## src/rtl/vga_timing_pkg.sv

```systemverilog
// vga_timing_pkg: default 640x480@60 timing constants and the shared coordinate type
package vga_timing_pkg;
  localparam int DEF_H_DISPLAY = 640;
  localparam int DEF_H_FRONT = 16;
  localparam int DEF_H_SYNC = 96;
  localparam int DEF_H_BACK = 48;
  localparam int DEF_V_DISPLAY = 480;
  localparam int DEF_V_FRONT = 10;
  localparam int DEF_V_SYNC = 2;
  localparam int DEF_V_BACK = 33;
  localparam int H_TOTAL = DEF_H_DISPLAY + DEF_H_FRONT + DEF_H_SYNC + DEF_H_BACK;
  localparam int V_TOTAL = DEF_V_DISPLAY + DEF_V_FRONT + DEF_V_SYNC + DEF_V_BACK;
  typedef logic [9:0] coord_t;
endpackage

```

## src/rtl/vga_timing_gen_wrap_counter.sv

```systemverilog
// wrap_counter: enabled up-counter that wraps to 0 after MAX, with a combinational at_max flag
module wrap_counter #(
  parameter int WIDTH = 10,
  parameter int MAX = 799
) (
  input  logic             clk,
  input  logic             rst_n,
  input  logic             inc,
  output logic [WIDTH-1:0] value,
  output logic             at_max
);
  assign at_max = value == WIDTH'(MAX);
  // advance on inc, returning to 0 after MAX
  always_ff @(posedge clk or negedge rst_n)
    if (!rst_n) value <= '0;
    else if (inc) value <= at_max ? '0 : value + WIDTH'(1);
endmodule

```

## src/rtl/vga_timing_gen.sv

```systemverilog
// vga_timing_gen: VGA raster counters with registered syncs, blanking and line/frame strobes
// Define VGA_FRAME_CNT_EN to add the 8-bit frame_count output.
module vga_timing_gen import vga_timing_pkg::*; #(
  parameter int H_DISPLAY = DEF_H_DISPLAY,
  parameter int H_FRONT = DEF_H_FRONT,
  parameter int H_SYNC = DEF_H_SYNC,
  parameter int H_BACK = DEF_H_BACK,
  parameter int V_DISPLAY = DEF_V_DISPLAY,
  parameter int V_FRONT = DEF_V_FRONT,
  parameter int V_SYNC = DEF_V_SYNC,
  parameter int V_BACK = DEF_V_BACK,
  parameter bit SYNC_POL = 1'b0
) (
  input  logic   clk,
  input  logic   rst_n,
  input  logic   ena,
  output coord_t pix_x,
  output coord_t pix_y,
  output logic   hsync,
  output logic   vsync,
  output logic   display_on,
  output logic   line_start,
  output logic   frame_start
`ifdef VGA_FRAME_CNT_EN
  , output logic [7:0] frame_count
`endif
);
  localparam int HT = H_DISPLAY + H_FRONT + H_SYNC + H_BACK;
  localparam int VT = V_DISPLAY + V_FRONT + V_SYNC + V_BACK;
  localparam coord_t H_VIS = coord_t'(H_DISPLAY);
  localparam coord_t V_VIS = coord_t'(V_DISPLAY);
  localparam coord_t HS_START = coord_t'(H_DISPLAY + H_FRONT);
  localparam coord_t HS_END = coord_t'(H_DISPLAY + H_FRONT + H_SYNC - 1);
  localparam coord_t VS_START = coord_t'(V_DISPLAY + V_FRONT);
  localparam coord_t VS_END = coord_t'(V_DISPLAY + V_FRONT + V_SYNC - 1);
  if (HT > 1024 || VT > 1024 || H_DISPLAY == 0 || H_FRONT == 0 || H_SYNC == 0 || H_BACK == 0 ||
      V_DISPLAY == 0 || V_FRONT == 0 || V_SYNC == 0 || V_BACK == 0) begin : g_bad_timing
    $error("vga_timing_gen: timing parameters out of range");
  end
  logic h_max, v_max;
  coord_t nx, ny;
  wrap_counter #(.WIDTH($bits(coord_t)), .MAX(HT - 1)) u_h (
    .clk(clk), .rst_n(rst_n), .inc(ena), .value(pix_x), .at_max(h_max)
  );
  wrap_counter #(.WIDTH($bits(coord_t)), .MAX(VT - 1)) u_v (
    .clk(clk), .rst_n(rst_n), .inc(h_max && ena), .value(pix_y), .at_max(v_max)
  );
  // decodes look at the coordinate the counters are about to take, so they line up with it
  assign nx = !ena ? pix_x : h_max ? '0 : pix_x + coord_t'(1);
  assign ny = !(ena && h_max) ? pix_y : v_max ? '0 : pix_y + coord_t'(1);
  // registered syncs, blanking and strobes; everything freezes while ena is low
  always_ff @(posedge clk or negedge rst_n)
    if (!rst_n) begin
      hsync <= !SYNC_POL;
      vsync <= !SYNC_POL;
      display_on <= 1'b0;
      line_start <= 1'b0;
      frame_start <= 1'b0;
    end else if (ena) begin
      hsync <= (nx >= HS_START && nx <= HS_END) ? SYNC_POL : !SYNC_POL;
      vsync <= (ny >= VS_START && ny <= VS_END) ? SYNC_POL : !SYNC_POL;
      display_on <= nx < H_VIS && ny < V_VIS;
      line_start <= nx == '0;
      frame_start <= nx == '0 && ny == '0;
    end
`ifdef VGA_FRAME_CNT_EN
  // counts completed frames on the edge where both counters wrap
  always_ff @(posedge clk or negedge rst_n)
    if (!rst_n) frame_count <= '0;
    else if (ena && h_max && v_max) frame_count <= frame_count + 8'd1;
`endif
endmodule
```

## config.mk

```make
export PLATFORM = sky130hd
export DESIGN_NAME = vga_timing_gen
export DESIGN_NICKNAME = d
export VERILOG_FILES = /design/src/rtl/vga_timing_pkg.sv /design/src/rtl/vga_timing_gen_wrap_counter.sv /design/src/rtl/vga_timing_gen.sv
export SDC_FILE = /design/constraint.sdc
export NUM_CORES = 1
export LEC_CHECK = 0
export BUFFER_PORTS_ARGS = -buffer_cell sky130_fd_sc_hd__buf_2
export CORE_UTILIZATION = 52
export DETAILED_ROUTE_END_ITERATION = 6
export GPL_ROUTABILITY_DRIVEN = 0
export GPL_TIMING_DRIVEN = 0
export MAX_ROUTING_LAYER = met4
export PLACE_DENSITY = 0.75
export SLEW_MARGIN = 30
export SYNTH_ARGS = -nofsm -noshare
export SYNTH_HDL_FRONTEND = slang
export SYNTH_SLANG_ARGS = --single-unit
```

## constraint.sdc

```tcl
create_clock -name clk -period 2.87 [get_ports clk]
set_input_delay 0.1435 -clock clk [delete_from_list [all_inputs] [get_ports clk]]
set_output_delay 0.1435 -clock clk [all_outputs]
set_load 0.01 [all_outputs]
```

==> results.sh <==
export IMPL_cp_depth=7
export IMPL_grt_max_degree=26
export IMPL_path_class="flop to flop"
export IMPL_synth_cells=174
export IMPL_synthFlopType="dfrtp_1"
export IMPL_totalWireLength_um=3540
export IMPL_ant_nets=0
export IMPL_dr_pass1_iters=6
export IMPL_initial_utilization=0.563
export IMPL_synthTopCellsByCount="23 x dfrtp_1, 16 x inv_1, 15 x nand2_1"
export IMPL_diodes=0
export IMPL_coreArea_um2=2810
export IMPL_fin_crit_sh=0.937
export IMPL_ir_drop_mv=0.267
export IMPL_clk_pin_slew_ns=0.15
export IMPL_fp_dieH_um=57.1
export IMPL_fmax_ghz=0.372
export IMPL_antenna_found_initial=0
export IMPL_grt_pass1_wl_um=6020
export IMPL_grt_overflow_total=0
export IMPL_synth_edf_count=0
export IMPL_hold_violations=0
export IMPL_critPathTopFamily="simple AND/OR/NAND/NOR gates"
export IMPL_fin_total_pwr_mw=0.905
export IMPL_r2r_setup_slack_ns=0.18
export IMPL_wl_per_cell_um=14.9
export IMPL_drv_cap=0
export IMPL_crit_chain="ha_1, and4b_4, nand3_4, nor4_2, xor2_1, or4b_1, a41o_1"
export IMPL_clk_latency_ns=0.32
export IMPL_dp_cells=232
export IMPL_cp_required_ns=3.10
export IMPL_synthesis_area_um2=1580
export IMPL_ys_seq_area_frac=0.398
export IMPL_io_buffers=27
export IMPL_post_route_util=0.641
export IMPL_finalSetupTns_ns=0
export IMPL_skew_ns=0.00937
export IMPL_cp_slowest_cell="or4b_1"
export IMPL_die_area_um2=3260
export IMPL_vias_per_cell=5.87
export IMPL_violations="DRC"
export IMPL_ctsRootBufferMaster="clkbuf_4"
export IMPL_slew_headroom=0.629
export IMPL_cp_arrival_ns=2.92
export IMPL_start_kind="flop"
export IMPL_async_flop_share=1.00
export IMPL_htree_levels=1
export IMPL_drv_slew=0
export IMPL_drtIter0Drc=57
export IMPL_slowest_delay_ns=0.50
export IMPL_setup_violations=0
export IMPL_grt_pass1_vias=1296
export IMPL_synth_top_cell_area_share=0.365
export IMPL_die_w_um=57.1
export IMPL_hold_path_class="input pin to flop"
export IMPL_yosys_warnings=0
export IMPL_cts_tree="done"
export IMPL_synth_top_cell_by_area="dfrtp_1"
export IMPL_track_usage=0.242
export IMPL_synth_most_common_cell="dfrtp_1"
export IMPL_vias=1392
export IMPL_syn_nets=180
export IMPL_ff2ff_path_depth=7
export IMPL_clk_path_buf_depth=2
export IMPL_p_per_area_nw_per_um2=503
export IMPL_dp_hpwl_um=2640
export IMPL_synthTopCellsByArea="dfrtp_1 36%, xnor2_1 6.1%, inv_1 3.8%"
export IMPL_status="finished with violations"
export IMPL_path_max_fanout=8
export IMPL_io_pins=28
export IMPL_rsz0062_at_grt="false"
export IMPL_critPathCaptureType="flop"
export IMPL_synth_avg_cell_area_um2=9.07
export IMPL_fin_nets=213
export IMPL_fill_cells=250
export IMPL_crit_buf_inv=0
export IMPL_stdcell_count=237
export IMPL_area_growth_pct=13.9
export IMPL_cts_sinks=25
export IMPL_worst_pin_slew_ns=0.557
export IMPL_drive_above_1_share=0.228
export IMPL_ys_types=50
export IMPL_std_cell_rows=19
export IMPL_hold_ws_ns=0.302
export IMPL_drcViolationCount=2
export IMPL_synth_seq_cells=25
export IMPL_finalCriticalPeriod_ns=2.69
export IMPL_min_path_cells=4
export IMPL_power_leakage_nw=0.831
export IMPL_cts_buffers=3
per-layer routing:
layer	wire (µm)	vias to the layer above	track usage
met4	43	0	0.0801
met3	170	6	0.0204
li1	-	680	-
met5	0	-	-
met1	1670	659	0.346
met2	1650	47	0.365
timing repair:
item / in CTS / in global routing
resized for setup: 0 / 1
buffers inserted: 0 / 0
endpoints found under the hold margin: 23 / 0
setup endpoints to repair: 0 / 2
hold buffers: 1 / 0
where the power goes:
group,total [mW],internal (mW),switching (mW),leakage [nW]
Combinational,0.314,0.124,0.190,0.494
Sequential,0.427,0.389,0.0381,0.319
Clock,0.164,0.0521,0.112,0.0177
Total,0.905,0.565,0.340,0.831
metrics by stage:
stage,setup slack (ns),cell area [µm²]
floorplan,0.483,1580
global placement,0.185,1750
detailed placement,0.157,1750
CTS,0.0965,1790
global route,0.0225,1800
finish,0.180,1800
layout by cell type (no fill, tap or decap), types with 2 or more instances in the layout:
cell type | synthesis | final
o21bai_1 | 4 | 4
nor4_4 | 1 | 2
xnor2_1 | 11 | 11
nand2_1 | 15 | 15
nand4b_1 | 2 | 2
nand2b_1 | 3 | 3
clkbuf_1 | 6 | 6
nand3_1 | 10 | 10
nor4_1 | 3 | 3
nor3_1 | 5 | 5
xor2_1 | 4 | 4
nor2_1 | 9 | 9
clkbuf_4 | 0 | 3
or2_2 | 3 | 3
a21oi_1 | 4 | 4
buf_2 | 1 | 28
dfstp_2 | 2 | 2
dfrtp_1 | 23 | 23
o31ai_1 | 4 | 4
ha_1 | 3 | 3
inv_1 | 16 | 16
nand4_1 | 5 | 5
o22ai_1 | 3 | 3
o21ai_0 | 9 | 9
worst paths after layout:
| kind | startpoint | to |
|---|---|---|
| max | u_h.value[0] | display_on |
| min | ena | u_h.value[6] |
| max reg2reg | u_h.value[0] | display_on |
| min reg2reg | hsync | hsync |
| max in group asynchronous | rst_n | frame_start |
| min in group asynchronous | rst_n | u_h.value[6] |
logic make-up after synthesis:
group,count (synthesis),share of synthesized area
AO/OA/AOI/OAI,35,0.150
AND/OR/NAND/NOR,71,0.278
XOR/XNOR,15,0.0832
adder cells (fa/ha/maj),3,0.0238
buffers and inverters,24,0.0602
multiplexers,1,0.00713
flip-flops,25,0.398
sequential cells by signal, summed over array words and instances, names as in the netlist:
name / count
line_start: 1
display_on: 1
frame_start: 1
hsync: 1
u_h.value: 10
u_v.value: 10
vsync: 1
worst min-delay path, stage by stage:
cell and delay [ns]:
buf_2 0.11, and4_4 0.20, nand3_1 0.09, xnor2_1 0.06
final cells by class:
cell class / count / area [µm²] / area share
inverters: 16 / 60.1 / 0.0334
clock buffers: 3 / 22.5 / 0.0125
repair buffers: 28 / 145 / 0.0807
flip-flops and latches: 25 / 628 / 0.349
clock inverters: 1 / 5.00 / 0.00278
multi-input cells: 125 / 865 / 0.481
well taps: 31 / 38.8 / 0.0216
plain buffers: 8 / 35.0 / 0.0195
Power figures use the tool's default switching activity.
